[src/rtl/udma_eth_pkg.sv]
// rtl/udma_eth_pkg.sv - shared types and constants for the udma ethernet rx path
package udma_eth_pkg;

  typedef enum logic [2:0] {
    ST_HDR,
    ST_DECIDE,
    ST_REPLAY,
    ST_PASS,
    ST_DISCARD
  } rx_filt_state_e;

  localparam int          HDR_LEN        = 6;
  localparam int          LEN_WIDTH      = 11;
  localparam logic [47:0] ETH_BCAST_ADDR = 48'hFFFF_FFFF_FFFF;

endpackage

[src/rtl/udma_eth_mac_match.sv]
// rtl/udma_eth_mac_match.sv - destination address acceptance comparator
// Group-address acceptance is built in when UDMA_ETH_RX_MCAST_EN is defined.
module udma_eth_mac_match
  import udma_eth_pkg::*;
(
  input  logic [47:0] hdr,
  input  logic [47:0] mac_addr,
  input  logic        promisc,
  input  logic        bcast_en,
  output logic        accept
);

  logic mcast_hit;

`ifdef UDMA_ETH_RX_MCAST_EN
  // I/G bit is bit 0 of the first byte on the wire
  assign mcast_hit = hdr[40];
`else
  assign mcast_hit = 1'b0;
`endif

  assign accept = promisc
                | (hdr == mac_addr)
                | (bcast_en & (hdr == ETH_BCAST_ADDR))
                | mcast_hit;

endmodule

[src/rtl/udma_eth_rx_filter.sv]
// rtl/udma_eth_rx_filter.sv - rx destination filter and frame length guard
// Multicast acceptance is enabled by defining UDMA_ETH_RX_MCAST_EN.
module udma_eth_rx_filter #(
  parameter int MAX_FRAME_LEN = 1518,
  parameter int CNT_WIDTH     = 16
) (
  input  logic                 eth_clk_i,
  input  logic                 eth_rstn_i,
  input  logic [47:0]          cfg_mac_addr_i,
  input  logic                 cfg_promisc_i,
  input  logic                 cfg_bcast_en_i,
  input  logic                 cfg_drop_cnt_clr_i,
  input  logic [7:0]           s_axis_tdata_i,
  input  logic                 s_axis_tvalid_i,
  input  logic                 s_axis_tlast_i,
  input  logic                 s_axis_tuser_i,
  output logic                 s_axis_tready_o,
  output logic [7:0]           m_axis_tdata_o,
  output logic                 m_axis_tvalid_o,
  output logic                 m_axis_tlast_o,
  output logic                 m_axis_tuser_o,
  input  logic                 m_axis_tready_i,
  output logic                 drop_event_o,
  output logic                 err_event_o,
  output logic [CNT_WIDTH-1:0] drop_count_o
);
  import udma_eth_pkg::*;

  localparam logic [LEN_WIDTH-1:0] MAX_LEN  = LEN_WIDTH'(MAX_FRAME_LEN);
  localparam logic [2:0]           LAST_IDX = 3'(HDR_LEN - 1);

  rx_filt_state_e       state;
  logic [7:0]           hdr [HDR_LEN];
  logic [2:0]           idx;
  logic [2:0]           rep_idx;
  logic [LEN_WIDTH-1:0] len;
  logic                 last6;
  logic [47:0]          hdr_flat;
  logic                 accept;
  logic                 s_xfer;
  logic                 m_xfer;
  logic                 trunc;
  logic                 drop_now;

  assign hdr_flat = {hdr[0], hdr[1], hdr[2], hdr[3], hdr[4], hdr[5]};

  udma_eth_mac_match u_match (
    .hdr      (hdr_flat),
    .mac_addr (cfg_mac_addr_i),
    .promisc  (cfg_promisc_i),
    .bcast_en (cfg_bcast_en_i),
    .accept   (accept)
  );

  assign s_xfer = s_axis_tvalid_i & s_axis_tready_o;
  assign m_xfer = m_axis_tvalid_o & m_axis_tready_i;

  // The byte that brings the count to the limit closes the frame early
  assign trunc = (state == ST_PASS) & ~s_axis_tlast_i
               & ((len + LEN_WIDTH'(1)) == MAX_LEN);

  assign drop_now = ((state == ST_HDR) & s_xfer & s_axis_tlast_i & (idx != LAST_IDX))
                  | ((state == ST_DECIDE) & ~accept);

  always_comb begin
    s_axis_tready_o = 1'b0;
    m_axis_tvalid_o = 1'b0;
    m_axis_tdata_o  = 8'h00;
    m_axis_tlast_o  = 1'b0;
    m_axis_tuser_o  = 1'b0;
    case (state)
      ST_HDR:     s_axis_tready_o = 1'b1;
      ST_REPLAY: begin
        m_axis_tvalid_o = 1'b1;
        m_axis_tdata_o  = hdr[rep_idx];
        m_axis_tlast_o  = last6 & (rep_idx == LAST_IDX);
      end
      ST_PASS: begin
        s_axis_tready_o = m_axis_tready_i;
        m_axis_tvalid_o = s_axis_tvalid_i;
        m_axis_tdata_o  = s_axis_tdata_i;
        m_axis_tlast_o  = s_axis_tlast_i | trunc;
        m_axis_tuser_o  = s_axis_tuser_i | trunc;
      end
      ST_DISCARD: s_axis_tready_o = 1'b1;
      default:    s_axis_tready_o = 1'b0;
    endcase
  end

  always_ff @(posedge eth_clk_i or negedge eth_rstn_i) begin
    if (!eth_rstn_i) begin
      state        <= ST_HDR;
      idx          <= '0;
      rep_idx      <= '0;
      len          <= '0;
      last6        <= 1'b0;
      drop_event_o <= 1'b0;
      err_event_o  <= 1'b0;
      drop_count_o <= '0;
      for (int i = 0; i < HDR_LEN; i++) hdr[i] <= 8'h00;
    end else begin
      drop_event_o <= drop_now;
      err_event_o  <= 1'b0;

      if (cfg_drop_cnt_clr_i)
        drop_count_o <= '0;
      else if (drop_now && (drop_count_o != {CNT_WIDTH{1'b1}}))
        drop_count_o <= drop_count_o + 1'b1;

      case (state)
        ST_HDR: begin
          if (s_xfer) begin
            hdr[idx] <= s_axis_tdata_i;
            if (idx == LAST_IDX) begin
              idx   <= '0;
              last6 <= s_axis_tlast_i;
              state <= ST_DECIDE;
            end else if (s_axis_tlast_i) begin
              idx <= '0;
            end else begin
              idx <= idx + 3'd1;
            end
          end
        end
        ST_DECIDE: begin
          rep_idx <= '0;
          if (accept)     state <= ST_REPLAY;
          else if (last6) state <= ST_HDR;
          else            state <= ST_DISCARD;
        end
        ST_REPLAY: begin
          if (m_xfer) begin
            if (rep_idx == LAST_IDX) begin
              rep_idx <= '0;
              len     <= LEN_WIDTH'(HDR_LEN);
              state   <= last6 ? ST_HDR : ST_PASS;
            end else begin
              rep_idx <= rep_idx + 3'd1;
            end
          end
        end
        ST_PASS: begin
          if (s_xfer) begin
            len <= len + LEN_WIDTH'(1);
            if (s_axis_tlast_i) begin
              err_event_o <= s_axis_tuser_i;
              state       <= ST_HDR;
            end else if (trunc) begin
              err_event_o <= 1'b1;
              state       <= ST_DISCARD;
            end
          end
        end
        ST_DISCARD: begin
          if (s_xfer && s_axis_tlast_i) state <= ST_HDR;
        end
        default: state <= ST_HDR;
      endcase
    end
  end

endmodule
[config.mk]
export PLATFORM = sky130hd
export DESIGN_NAME = udma_eth_rx_filter
export DESIGN_NICKNAME = d
export VERILOG_FILES = /design/src/rtl/udma_eth_pkg.sv /design/src/rtl/udma_eth_mac_match.sv /design/src/rtl/udma_eth_rx_filter.sv
export SDC_FILE = /design/constraint.sdc
export NUM_CORES = 1
export LEC_CHECK = 0
export BUFFER_PORTS_ARGS = -buffer_cell sky130_fd_sc_hd__buf_2
export CORE_UTILIZATION = 34
export DETAILED_ROUTE_END_ITERATION = 16
export MAX_ROUTING_LAYER = met4
export PLACE_DENSITY_LB_ADDON = 0.25
export SLEW_MARGIN = 30
export SYNTH_ARGS = -nofsm -noshare
export SYNTH_HDL_FRONTEND = slang
export SYNTH_HIERARCHICAL = 1
export SYNTH_SLANG_ARGS = --single-unit
[constraint.sdc]
create_clock -name eth_clk_i -period 2 [get_ports eth_clk_i]
set_input_delay 0.2 -clock eth_clk_i [delete_from_list [all_inputs] [get_ports eth_clk_i]]
set_output_delay 0.2 -clock eth_clk_i [all_outputs]
set_load 0.01 [all_outputs]
Word level (Yosys, flattened, before mapping):

Index checks and enable logic that the tools add are counted.

* input port bits: 65
* flip-flop bits (word level): 87
* logic and storage cells: 109

* multiplexer cells: 38
* add/sub/neg operators: 4
* reduce and logical (&&, ||, !) cells: 13
* magnitude comparators: 3
* bitwise operators: 19
* equal/unequal tests: 18

Operators by type and width (number)
* 48-bit bitwise mux: 1
* 48-bit equality test: 1
* 48-bit equality test (second input constant): 1
* 3-bit 2-to-1 mux: 14
* 11-bit 2-to-1 mux: 3
* 16-bit 2-to-1 mux: 2
* 8-bit binary-select mux with 3-bit select: 1
* 8-bit demux with 3-bit select: 1
* 8-bit 2-to-1 mux: 3
* 11-bit one-hot mux with 2 select lines: 1
* 16-bit by 1-bit adder with 16-bit output (second input constant): 1
* 16-bit != test (second input constant): 1
* 8-bit one-hot mux with 2 select lines: 1
* 3-bit one-hot mux with 5 select lines: 1
* 11-bit by 1-bit adder with 11-bit output (second input constant): 1
* 11-bit equality test (second input constant): 1
* 1-bit AND: 10
* 2-bit != test (second input constant): 5
* 3-bit equality test (second input constant): 3
* 4-bit >= comparator (second input constant): 2
* 3-bit NOT with 4-bit output: 2
* 7-bit AND reduction: 1
* 3-bit by 1-bit adder with 3-bit output (second input constant): 2
* 3-bit by 2-bit equality test with 1-bit output (second input constant): 2
* 17 further kinds: 34

Logic depth before layout (Yosys ltp):

Gate-level depths: netlist of run 1.

* depth after elaboration: 11
* mapped depth: 10

Cells and area by module:

Netlist of run 1, hierarchy kept.

Modules (own cells, without submodules)
* udma_eth_rx_filter: cells an instance 420, instances 1, area each 4601.9 um2
* udma_eth_mac_match: cells an instance 82, instances 1, area each 648.1 um2

Worst setup path after synthesis of run 1:

OpenSTA, ideal clock, no wires.

* kind: reg2reg
* start: reg hdr[3] (netlist bit)
* end: reg drop_count_o[13]
* library setup time: 0.078 ns
* arrival: 2.164 ns
* slack: -0.242 ns
* required time: 1.922 ns
* stages on the path, launching flop included: 10
* period minus slack after synthesis: 2.242 ns
* cell sequence: dfrtp_1 nand4_1 nor4_1 a41oi_1 o31ai_1 nor4b_2 a31oi_1 or4_4 or3_1 a21oi_1

* cells in the longest elaborated chain, start to end: 8
* elaborated cells between the ends (all ways): 10
* classes of those cells: 2 x eq/ne; 6 x bitwise; 2 x reduce/logical

Ends and longest elaborated chain
* from (decl): line udma_eth_rx_filter.sv:33 `logic [7:0] hdr [HDR_LEN];`
* from (signal, indexed assignment): line udma_eth_rx_filter.sv:113 `hdr[idx] <= s_axis_tdata_i;`
* 48-bit equality test (on tied branches): line udma_eth_mac_match.sv:23, udma_eth_mac_match.sv:24
* 1-bit bitwise OR or 1-bit AND (tied branches): line udma_eth_mac_match.sv:23, udma_eth_mac_match.sv:24
* 1-bit bitwise OR (*): line udma_eth_mac_match.sv:24 `| (bcast_en & (hdr == ETH_BCAST_ADDR))`
* net accept: line udma_eth_rx_filter.sv:39 `logic accept;`
* 1-bit NOT (*): line udma_eth_rx_filter.sv:63 `| ((state == ST_DECIDE) & ~accept);`
* 1-bit AND (*): line udma_eth_rx_filter.sv:63
* 1-bit bitwise OR (*): line udma_eth_rx_filter.sv:63
* 1-bit logical AND (*): line udma_eth_rx_filter.sv:107 `else if (drop_now && (drop_count_o != {CNT_WIDTH{1'b1}}))`
* 2-bit nonzero test (no source line) (*)
* to (signal assigned): line udma_eth_rx_filter.sv:108 `drop_count_o <= drop_count_o + 1'b1;`
* to (decl): line udma_eth_rx_filter.sv:25 `output logic [CNT_WIDTH-1:0] drop_count_o`

Mark *: on every way through the listed nets, which the timed path passes. The rest lies on a longest branch.
A chain may end at the register's enable or synchronous reset.

Worst setup path in the final report of run 1:

* start: reg hdr[8] (netlist bit)
* end: reg drop_count_o[15]

The elaborated chain is that of the path after synthesis.

==> qor.csv, run 1 <==
stage,metric,value,unit
power_and_ir_drop,vdd.ir_drop.worst,460.8,µV
global_route,grt_first_pass_wirelength,26280,µm
critical_path,crit_type,register to register,
timing,period_needed,2718,ps
critical_path,path_cells,"nand4_1, nor4_1, a41oi_2, o31ai_4, nor4b_4, a31oi_1, buf_4, or4_4, or3_4, a21oi_2",
routing,wl,16760,µm
synthesis,synth_nets,572,
placed_design,pre_cts_slack,-813.1,ps
synthesis,synth_top_area_share,41.47,%
die,die_h,126.3,µm
global_route,grt_usage,22.03,%
synthesis,synth_cells,502,
global_route,grt_pass1_vias,4998,
routing,routed_via_density,5.451,
global_route,antenna_found_initial,0,
routing,wl_per_cell,19.02,µm
critical_path,worstPathArrival,2990,ps
layout,area_delta_synth_final,40.30,%
die,rows,45,
synthesis,synth_area,0.005250,mm²
critical_path,cpPeakStageDelay,550,ps
cts,clock_path_buffers,2,
global_route,grt-ovfl-total,0,
timing,final.setup_skew,11.72,ps
timing,period_share,135.9,%
cts,h-tree-depth,3,
status,violations,negative setup slack,
cts,clk_pin_slew,60,ps
cts,cts_buffers,9,
power_and_ir_drop,power,9.227,mW
timing,hold_viol,0,
critical_path,cp_max_fo,7,
routing,ant_nets,0,
routing,vias,4802,
layout,post-route-util,48.63,%
die,placeableCoreArea,0.01515,mm²
timing,setup_viol,42,
die,die_x,126.3,µm
synthesis,ys.flop_type,dfrtp_1,
die,dieArea,0.01594,mm²
synthesis,synth_largest_area_cell,dfrtp_1,
synthesis,synth_edf_count,0,
timing,slew_headroom,46.66,%
cts,insertion_delay,350,ps
critical_path,setup.worst_path.end_class,register,
power_and_ir_drop,powerDensity,1253,mW/mm²
routing,dr.pass1.iters,5,
synthesis,ys_seq_area_share,41.47,%
placed_design,portBuffers,94,
synthesis,ys.warnings.count,6,
synthesis,async_flop_share,100.0,%
timing,finalHoldWorstSlack,200.1,ps
power_and_ir_drop,leakage,3.345,nW
timing,fin_ws,-717.8,ps
layout,n_antenna_cell,0,
routing,first_iter_violations,336,
routing,drc,0,
synthesis,synth_area_per_cell,10.46,µm²
flow_run,maxCapViolCount,0,
layout,final_layout_size_suffix_gt1_share,48.77,%
die,start_util,34.66,%
synthesis,synthTopCellsByArea,"dfrtp_1, mux2_2, xor2_1",
critical_path,crit_path_start_kind,register,
layout,num-fill-cells,1409,
timing,fmax,0.3679,GHz
timing,worst_pin_slew,795.7,ps
layout,final_cell_mix,"buf_4, buf_2, dfrtp_1",
critical_path,slowest_stage,or4_4,
placed_design,gp_congestion,0.9345,
cts,cts_tree,yes,
timing,drv_slew,0,
cts,cts_root_buffer,clkbuf_16,
status,outcome,"finished, violations left",
die,num_io_pins,95,
worst_hold_path,hold_path.class,input port to register,
synthesis,synth_seq_cells,87,
timing,rsz0062_at_grt,yes,
placed_design,hpwl,11920,µm
layout,nNetsFinal,758,
global_route,grt_max_degree,35,
synthesis,synthDistinctLibCells,53,
cts,cts_sinks,87,
critical_path,required,2270,ps
==> power by group <==
part	internal (mW)	switching, mW	total [mW]
clock network	0.952	0.723	1.67
registers	2.36	0.860	3.22
logic	2.48	1.85	4.33
total	5.80	3.43	9.23
==> Yosys cell counts, drive strengths merged (9+ instances only) <==
| cell type | instances |
|---|---|
| nor4 | 17 |
| mux2i | 9 |
| mux2 | 48 |
| nand2 | 18 |
| nor2 | 32 |
| nand4 | 24 |
| xnor2 | 11 |
| nor3 | 9 |
| dfrtp | 87 |
| inv | 17 |
| nand3 | 15 |
| o21ai | 24 |
| a21oi | 11 |
| clkbuf | 20 |
| xor2 | 50 |
==> repair_timing <==
action / CTS / global route
gates resized for setup: 26 / 57
endpoints found under the setup margin: 39 / 72
setup buffers: 17 / 14
hold buffers: 1 / 0
pin swaps: 14 / 22
gates cloned: 2 / 0
endpoints found under the hold margin: 18 / 0
==> worst max-delay path, delay by kind of cell (launching register included) <==
family	cells	cell delay, ps
simple gates	5	1390
compound gates	4	650
buf+inv	1	190
flops	1	430
==> worst paths after layout <==
check                      cells after the start                      endpoint                start  slack [ps]
max                                           10  drop_count_o[15]$_DFFE_PN0P_   hdr[8]$_DFFE_PN0P_        -720
min                                            3         err_event_o$_DFF_PN0_       s_axis_tuser_i         200
max reg2reg                                   10  drop_count_o[15]$_DFFE_PN0P_   hdr[8]$_DFFE_PN0P_        -720
min reg2reg                                    1           len[10]$_DFFE_PN0P_  len[10]$_DFFE_PN0P_         520
max in group asynchronous                      3            hdr[2]$_DFFE_PN0P_           eth_rstn_i        1130
min in group asynchronous                      2        rep_idx[2]$_DFFE_PN0P_           eth_rstn_i         290
==> cells by family after synthesis <==
kind of cell               after synthesis  share of synthesized area, %
muxes                                   65                         15.44
adders and majority gates                5                         1.192
buffers and inverters                   45                         3.360
DFF                                     87                         41.47
and+or+nand+nor                        150                         16.71
xor gates and xnor gates                61                         10.18
AOI/OAI and AO/OA                       89                         11.65
==> sequential cells by signal (all words and copies together) (netlist names) <==
signal / cells
drop_event_o: 1
last6: 1
len: 11
err_event_o: 1
state: 3
drop_count_o: 16
hdr: 48
idx: 3
rep_idx: 3
==> layer usage <==
layer / vias up / share of wire (%) / track usage (%)
met1: 2439 / 48 / 29.62
met2: 106 / 48 / 33.38
li1: 2234 / - / -
met3: 23 / 2.9 / 3.144
met5: - / 0 / -
met4: 0 / 1.8 / 8.788
==> final cells by class <==
cell class | instances | area, µm² | area share (%)
Multi-Input combinational cell | 370 | 3159 | 42.89
Sequential cell | 87 | 2193 | 29.78
Timing Repair Buffer | 203 | 1419 | 19.26
Clock buffer | 13 | 270.3 | 3.669
Tap cell | 188 | 235.2 | 3.193
Inverter | 17 | 63.81 | 0.8663
Clock inverter | 3 | 25.02 | 0.3397
==> through the flow <==
stage               setup TNS, ps  cells  area (µm²)
floorplan                   -2054    502        5260
global route               -17080    881        7366
CTS                        -13160    869        7032
global placement           -12010    835        6492
detailed placement         -12880    835        6492
finish                     -12480    881        7366
(Power assumes the default switching activity.)
==> inputs of run 2 (changes only) <==
==> constraint.sdc (replaced) <==
create_clock -name eth_clk_i -period 3.3 [get_ports eth_clk_i]
set_input_delay 0.33 -clock eth_clk_i [delete_from_list [all_inputs] [get_ports eth_clk_i]]
set_output_delay 0.33 -clock eth_clk_i [all_outputs]
set_load 0.01 [all_outputs]
==> run 2 against run 1 <==
Effect of this change: the flow now finishes without violations; final area fell by 15%; sequential power fell by 38%; via count fell by 7.9%; clock skew fell by 2.6 ps; clock-buffer cell count fell by 3; critical path depth did not move; wire length fell by 8.3%; setup slack improved by 1100 ps; critical path type unchanged; highest routed layer unchanged.
==> qor.csv, run 2 (same netlist as run 1, synthesis figures left out) <==
stage,metric,value,unit,change
layout,num-fill-cells,1458,,was 1409
placed_design,pre_cts_slack,427.2,ps,was -813.1 ps
timing,drv_slew,0,,unchanged
cts,cts_resized,0,,was 26
timing,final.setup_skew,9.106,ps,was 11.72 ps
global_route,grt_first_pass_wirelength,24320,µm,was 26280 µm
layout,post-route-util,41.12,%,was 48.63%
timing,hold_viol,0,,unchanged
timing,setup_viol,0,,was 42
die,dieArea,0.01594,mm²,unchanged
flow_run,maxCapViolCount,0,,unchanged
status,outcome,"finished, final reports clean",,"was finished, violations left"
power_and_ir_drop,powerDensity,765.6,mW/mm²,was 1253 mW/mm²
critical_path,crit_path_start_kind,register,,unchanged
placed_design,dp.cells,765,,was 835
layout,multi_input_area,0.002902,mm²,was 0.003159 mm²
cts,clock_path_buffers,2,,unchanged
cts,insertion_delay,350,ps,about the same
critical_path,path_cells,"xor2_1, nor4_1, nand4_1, o31ai_1, nor4b_2, a31oi_1, buf_4, a21o_1, mux2i_1, nor2_1",,"was nand4_1, nor4_1, a41oi_2, o31ai_4, nor4b_4, a31oi_1, buf_4, or4_4, or3_4, a21oi_2"
die,rows,45,,unchanged
global_route,grt_usage,20.77,%,was 22.03%
critical_path,required,3530,ps,was 2270 ps
placed_design,portBuffers,94,,unchanged
critical_path,worstPathArrival,3200,ps,was 2990 ps
critical_path,r2r_end,drop_count_o[1]$_DFFE_PN0P_,,was drop_count_o[15]$_DFFE_PN0P_
cts,cts_buffers,9,,unchanged
routing,wl,15370,µm,was 16760 µm
cts,clk_pin_slew,70,ps,was 60 ps
critical_path,cpPeakStageDelay,610,ps,was 550 ps
critical_path,r2r_slack,330,ps,was -720 ps
layout,layout_commonest_cell,buf_2,,
power_and_ir_drop,power,4.767,mW,was 9.227 mW
placed_design,gp_congestion,0.9000,,was 0.9345
timing,period_share,89.91,%,was 135.9%
routing,routed_via_density,5.665,,was 5.451
cts,cts_tree,yes,,unchanged
critical_path,worstRegToRegCells,10,,unchanged
cts,cts_setup_buffers,0,,was 17
timing,period_needed,2967,ps,was 2718 ps
placed_design,hpwl,11220,µm,was 11920 µm
global_route,antenna_found_initial,0,,unchanged
global_route,grt_pass1_vias,4273,,was 4998
cts,cts_sinks,87,,unchanged
critical_path,crit_type,register to register,,unchanged
power_and_ir_drop,vdd.ir_drop.worst,336.3,µV,was 460.8 µV
layout,final-instance-count-excl-fill,781,,was 881
routing,dr.pass1.iters,5,,unchanged
layout,largest_register_ffs,48,,unchanged
die,die_x,126.3,µm,unchanged
critical_path,worstReg2RegStart,hdr[27]$_DFFE_PN0P_,,was hdr[8]$_DFFE_PN0P_
layout,seq_area,0.002177,mm²,was 0.002193 mm²
die,placeableCoreArea,0.01515,mm²,unchanged
critical_path,cp_max_fo,12,,was 7
layout,top_register,hdr,,unchanged
routing,wl_per_cell,19.68,µm,was 19.02 µm
layout,reg_top3,"hdr: 48 flops, drop_count_o: 16 flops, len: 11 flops",,unchanged
layout,final_cell_mix,"buf_2, dfrtp_1, xor2_1",,"was buf_4, buf_2, dfrtp_1"
cts,h-tree-depth,3,,unchanged
routing,drc,0,,unchanged
routing,vias,4424,,was 4802
timing,fmax,0.3370,GHz,was 0.3679 GHz
timing,rsz0062_at_grt,no,,was yes
timing,finalHoldWorstSlack,0.8820,ps,was 200.1 ps
layout,stdcell_area,0.006227,mm²,was 0.007366 mm²
die,die_h,126.3,µm,unchanged
routing,ant_nets,0,,unchanged
critical_path,slowest_stage,nor4_1,,was or4_4
timing,fin_ws,333.0,ps,was -717.8 ps
timing,slew_headroom,54.13,%,was 46.66%
global_route,grt-ovfl-total,0,,unchanged
layout,area_delta_synth_final,18.61,%,was 40.30%
layout,final_layout_size_suffix_gt1_share,31.53,%,was 48.77%
timing,fin_tns_setup,0,ps,was -12480 ps
global_route,grt_max_degree,48,,was 35
cts,cts_root_buffer,clkbuf_16,,unchanged
placed_design,place_area,0.005918,mm²,was 0.006492 mm²
critical_path,setup.worst_path.end_class,register,,unchanged
layout,n_antenna_cell,0,,unchanged
worst_hold_path,hold_path.class,input port to async pin,,was input port to register
die,num_io_pins,95,,unchanged
timing,worst_pin_slew,688.0,ps,was 795.7 ps
routing,first_iter_violations,306,,was 336
die,start_util,34.66,%,unchanged
power_and_ir_drop,leakage,2.760,nW,was 3.345 nW
layout,nNetsFinal,658,,was 758
cts,hold_buffers,0,,was 1
[run 2: cell count changes in the layout (fill, tap and decap cells not counted), moves of 5 or more]
cell     previous run  this run
nor4_1              8        13
dfrtp_2            13         0
dfrtp_1            74        87
buf_6              10         0
mux2_4              8         0
inv_1              11        17
inv_2               6         0
buf_4              93        10
buf_12              5         0
mux2_2             40        48
[run 2: report_power, final]
part | switching, mW | internal (mW)
combinational | 0.791 | 0.903
clock | 0.455 | 0.610
sequential | 0.592 | 1.42
total | 1.84 | 2.93
[run 2: final cells by class]
| type | instances | share of cell area [%] |
|---|---|---|
| multi-input combinational | 370 | 46.59 |
| sequential | 87 | 34.96 |
| timing repair buffer | 103 | 8.680 |
| clock buffer | 10 | 3.838 |
| tap | 188 | 3.777 |
| clock inverter | 6 | 1.125 |
| inverter | 17 | 1.025 |
[run 2: critical path: cells and delay by family (launching register included)]
family                 cells  cell delay (ps)
XOR/XNOR                   1              170
AO/OA/AOI/OAI              3              870
multiplexers               1              200
flip-flops                 1              450
buffers and inverters      1              210
AND/OR/NAND/NOR            4              940
[run 2: worst max-delay path by stage]
stage,cells after the start,startpoint,endpoint
final,10,hdr[27]$_DFFE_PN0P_,drop_count_o[1]$_DFFE_PN0P_
after global routing,10,hdr[27]$_DFFE_PN0P_,drop_count_o[1]$_DFFE_PN0P_
after CTS,10,hdr[27]$_DFFE_PN0P_,drop_count_o[1]$_DFFE_PN0P_
after detailed placement,10,hdr[27]$_DFFE_PN0P_,drop_count_o[1]$_DFFE_PN0P_
after global placement,10,hdr[27]$_DFFE_PN0P_,drop_count_o[1]$_DFFE_PN0P_
after floorplan,9,hdr[3]$_DFFE_PN0P_,drop_count_o[13]$_DFFE_PN0P_
[run 2: routing by layer]
layer / global-route usage (%) / share of wire (%)
met1: 27.86 / 46
met2: 31.04 / 46
met3: 3.059 / 5.0
met4: 9.355 / 2.7
met5: - / 0
==> inputs of run 3 (changes only) <==
--- a/config.mk
+++ b/config.mk
@@ -8,6 +8,7 @@
 export BUFFER_PORTS_ARGS = -buffer_cell sky130_fd_sc_hd__buf_2
 export CORE_UTILIZATION = 34
 export DETAILED_ROUTE_END_ITERATION = 16
+export HOLD_SLACK_MARGIN = 0.15
 export MAX_ROUTING_LAYER = met4
 export PLACE_DENSITY_LB_ADDON = 0.25
 export SLEW_MARGIN = 30
==> run 3 against run 2 <==
Effect of this change: sequential share of layout area fell by 0.056 points; largest cell class unchanged; combinational power barely moved; clock-buffer cell count did not move; via count barely moved; critical endpoint unchanged.
==> qor.csv, run 3 (same netlist as run 1, synthesis figures left out) <==
stage,metric,value,unit,change
global_route,grt_pass1_vias,4276,,was 4273
routing,routed_via_density,5.655,,was 5.665
worst_hold_path,hold_path.class,input port to register,,was input port to async pin
critical_path,slowest_stage,nor4_1,,unchanged
timing,worst_pin_slew,711.7,ps,was 688.0 ps
timing,fin_tns_setup,0,ps,unchanged
layout,nNetsFinal,659,,was 658
cts,cts_setup_buffers,0,,unchanged
global_route,grt_max_degree,48,,unchanged
placed_design,pre_cts_slack,427.2,ps,unchanged
cts,insertion_delay,350,ps,about the same
global_route,grt_usage,20.78,%,was 20.77%
timing,rsz0062_at_grt,no,,unchanged
critical_path,crit_path_start_kind,register,,unchanged
cts,clk_pin_slew,70,ps,about the same
routing,vias,4422,,was 4424
die,start_util,34.66,%,unchanged
cts,cts_tree,yes,,unchanged
timing,fmax,0.3381,GHz,was 0.3370 GHz
die,die_x,126.3,µm,unchanged
cts,cts_root_buffer,clkbuf_16,,unchanged
global_route,grt-ovfl-total,0,,unchanged
status,outcome,"finished, final reports clean",,unchanged
layout,layout_commonest_cell,buf_2,,unchanged
routing,wl,15430,µm,was 15370 µm
placed_design,portBuffers,94,,unchanged
placed_design,gp_congestion,0.9000,,unchanged
timing,drv_slew,0,,unchanged
layout,top_register,hdr,,unchanged
power_and_ir_drop,vdd.ir_drop.worst,339.5,µV,was 336.3 µV
critical_path,cpPeakStageDelay,610,ps,about the same
cts,h-tree-depth,3,,unchanged
critical_path,critPathTopFamily,simple AND/OR/NAND/NOR gates,,unchanged
power_and_ir_drop,powerDensity,763.7,mW/mm²,was 765.6 mW/mm²
timing,period_share,89.63,%,was 89.91%
layout,n_antenna_cell,0,,unchanged
die,die_h,126.3,µm,unchanged
placed_design,hpwl,11220,µm,unchanged
timing,period_needed,2958,ps,was 2967 ps
layout,final_layout_size_suffix_gt1_share,31.48,%,was 31.53%
layout,final_cell_mix,"buf_2, dfrtp_1, xor2_1",,unchanged
routing,first_iter_violations,322,,was 306
cts,cts_buffers,9,,unchanged
cts,clock_path_buffers,2,,unchanged
global_route,antenna_found_initial,0,,unchanged
critical_path,cp_max_fo,12,,unchanged
global_route,grt_first_pass_wirelength,24330,µm,was 24320 µm
die,placeableCoreArea,0.01515,mm²,unchanged
critical_path,setup.worst_path.end_class,register,,unchanged
layout,num-fill-cells,1457,,was 1458
timing,slew_headroom,52.55,%,was 54.13%
timing,fin_ws,342.3,ps,was 333.0 ps
die,rows,45,,unchanged
layout,area_delta_synth_final,18.80,%,was 18.61%
critical_path,path_cells,"xor2_1, nor4_1, nand4_1, o31ai_1, nor4b_2, a31oi_1, buf_4, a21o_1, mux2i_1, nor2_1",,unchanged
timing,finalHoldWorstSlack,307.0,ps,was 0.8820 ps
cts,cts_sinks,87,,unchanged
layout,post-route-util,41.18,%,was 41.12%
timing,setup_viol,0,,unchanged
cts,cts_resized,0,,unchanged
power_and_ir_drop,leakage,2.764,nW,was 2.760 nW
routing,ant_nets,0,,unchanged
routing,dr.pass1.iters,5,,unchanged
routing,drc,0,,unchanged
critical_path,required,3530,ps,about the same
timing,final.setup_skew,8.646,ps,was 9.106 ps
die,dieArea,0.01594,mm²,unchanged
die,num_io_pins,95,,unchanged
flow_run,maxCapViolCount,0,,unchanged
critical_path,crit_type,register to register,,unchanged
layout,reg_top3,"hdr: 48 flops, drop_count_o: 16 flops, len: 11 flops",,unchanged
critical_path,path_buf_inv,1,,unchanged
cts,hold_buffers,1,,was 0
routing,wl_per_cell,19.74,µm,was 19.68 µm
critical_path,worstPathArrival,3190,ps,was 3200 ps
layout,largest_register_ffs,48,,unchanged
timing,hold_viol,0,,unchanged
run 3: changes by cell type in the layout (fill, tap and decap cells not counted):
cell and delta:
dlygate4sd3_1 +1
run 3: routing by layer:
metal  up-vias  share of wire, %  track usage, %
li1       2035                 -               -
met5         -                 0               -
met4         0               2.7           9.355
met1      2226                46           27.89
met3        28               5.1           3.059
met2       133                46           31.04
run 3: worst paths after layout:
| kind | startpoint | endpoint | slack, ps | cells past startpoint |
|---|---|---|---|---|
| min | s_axis_tdata_i[1] | hdr[41]$_DFFE_PN0P_ | 310 | 2 |
| max | hdr[27]$_DFFE_PN0P_ | drop_count_o[1]$_DFFE_PN0P_ | 340 | 10 |
| max in group asynchronous | eth_rstn_i | hdr[5]$_DFFE_PN0P_ | 1970 | 3 |
| max reg2reg | hdr[27]$_DFFE_PN0P_ | drop_count_o[1]$_DFFE_PN0P_ | 340 | 10 |
| min reg2reg | len[10]$_DFFE_PN0P_ | len[10]$_DFFE_PN0P_ | 520 | 1 |
| min in group asynchronous | eth_rstn_i | len[10]$_DFFE_PN0P_ | 550 | 2 |
run 3: power by group:
group / leakage (nW) / switching, mW / internal (mW)
registers: 1.12 / 0.593 / 1.42
logic: 1.50 / 0.787 / 0.904
clock network: 0.141 / 0.453 / 0.610
run 3: layout make-up:
| class | instances | area, µm² | area share (%) |
|---|---|---|---|
| Multi-Input combinational cell | 370 | 2902 | 46.52 |
| Sequential cell | 87 | 2177 | 34.90 |
| Timing Repair Buffer | 104 | 550.5 | 8.826 |
| Clock buffer | 10 | 239.0 | 3.831 |
| Tap cell | 188 | 235.2 | 3.771 |
| Clock inverter | 6 | 70.07 | 1.123 |
| Inverter | 17 | 63.81 | 1.023 |
run 3: through the flow:
stage	instances	instance area [µm²]	power, mW
floorplan	502	5250	3.086
global route	782	6237	5.036
finish	782	6237	4.763
detailed placement	765	5918	3.700
global placement	765	5918	3.660
CTS	782	6237	4.787
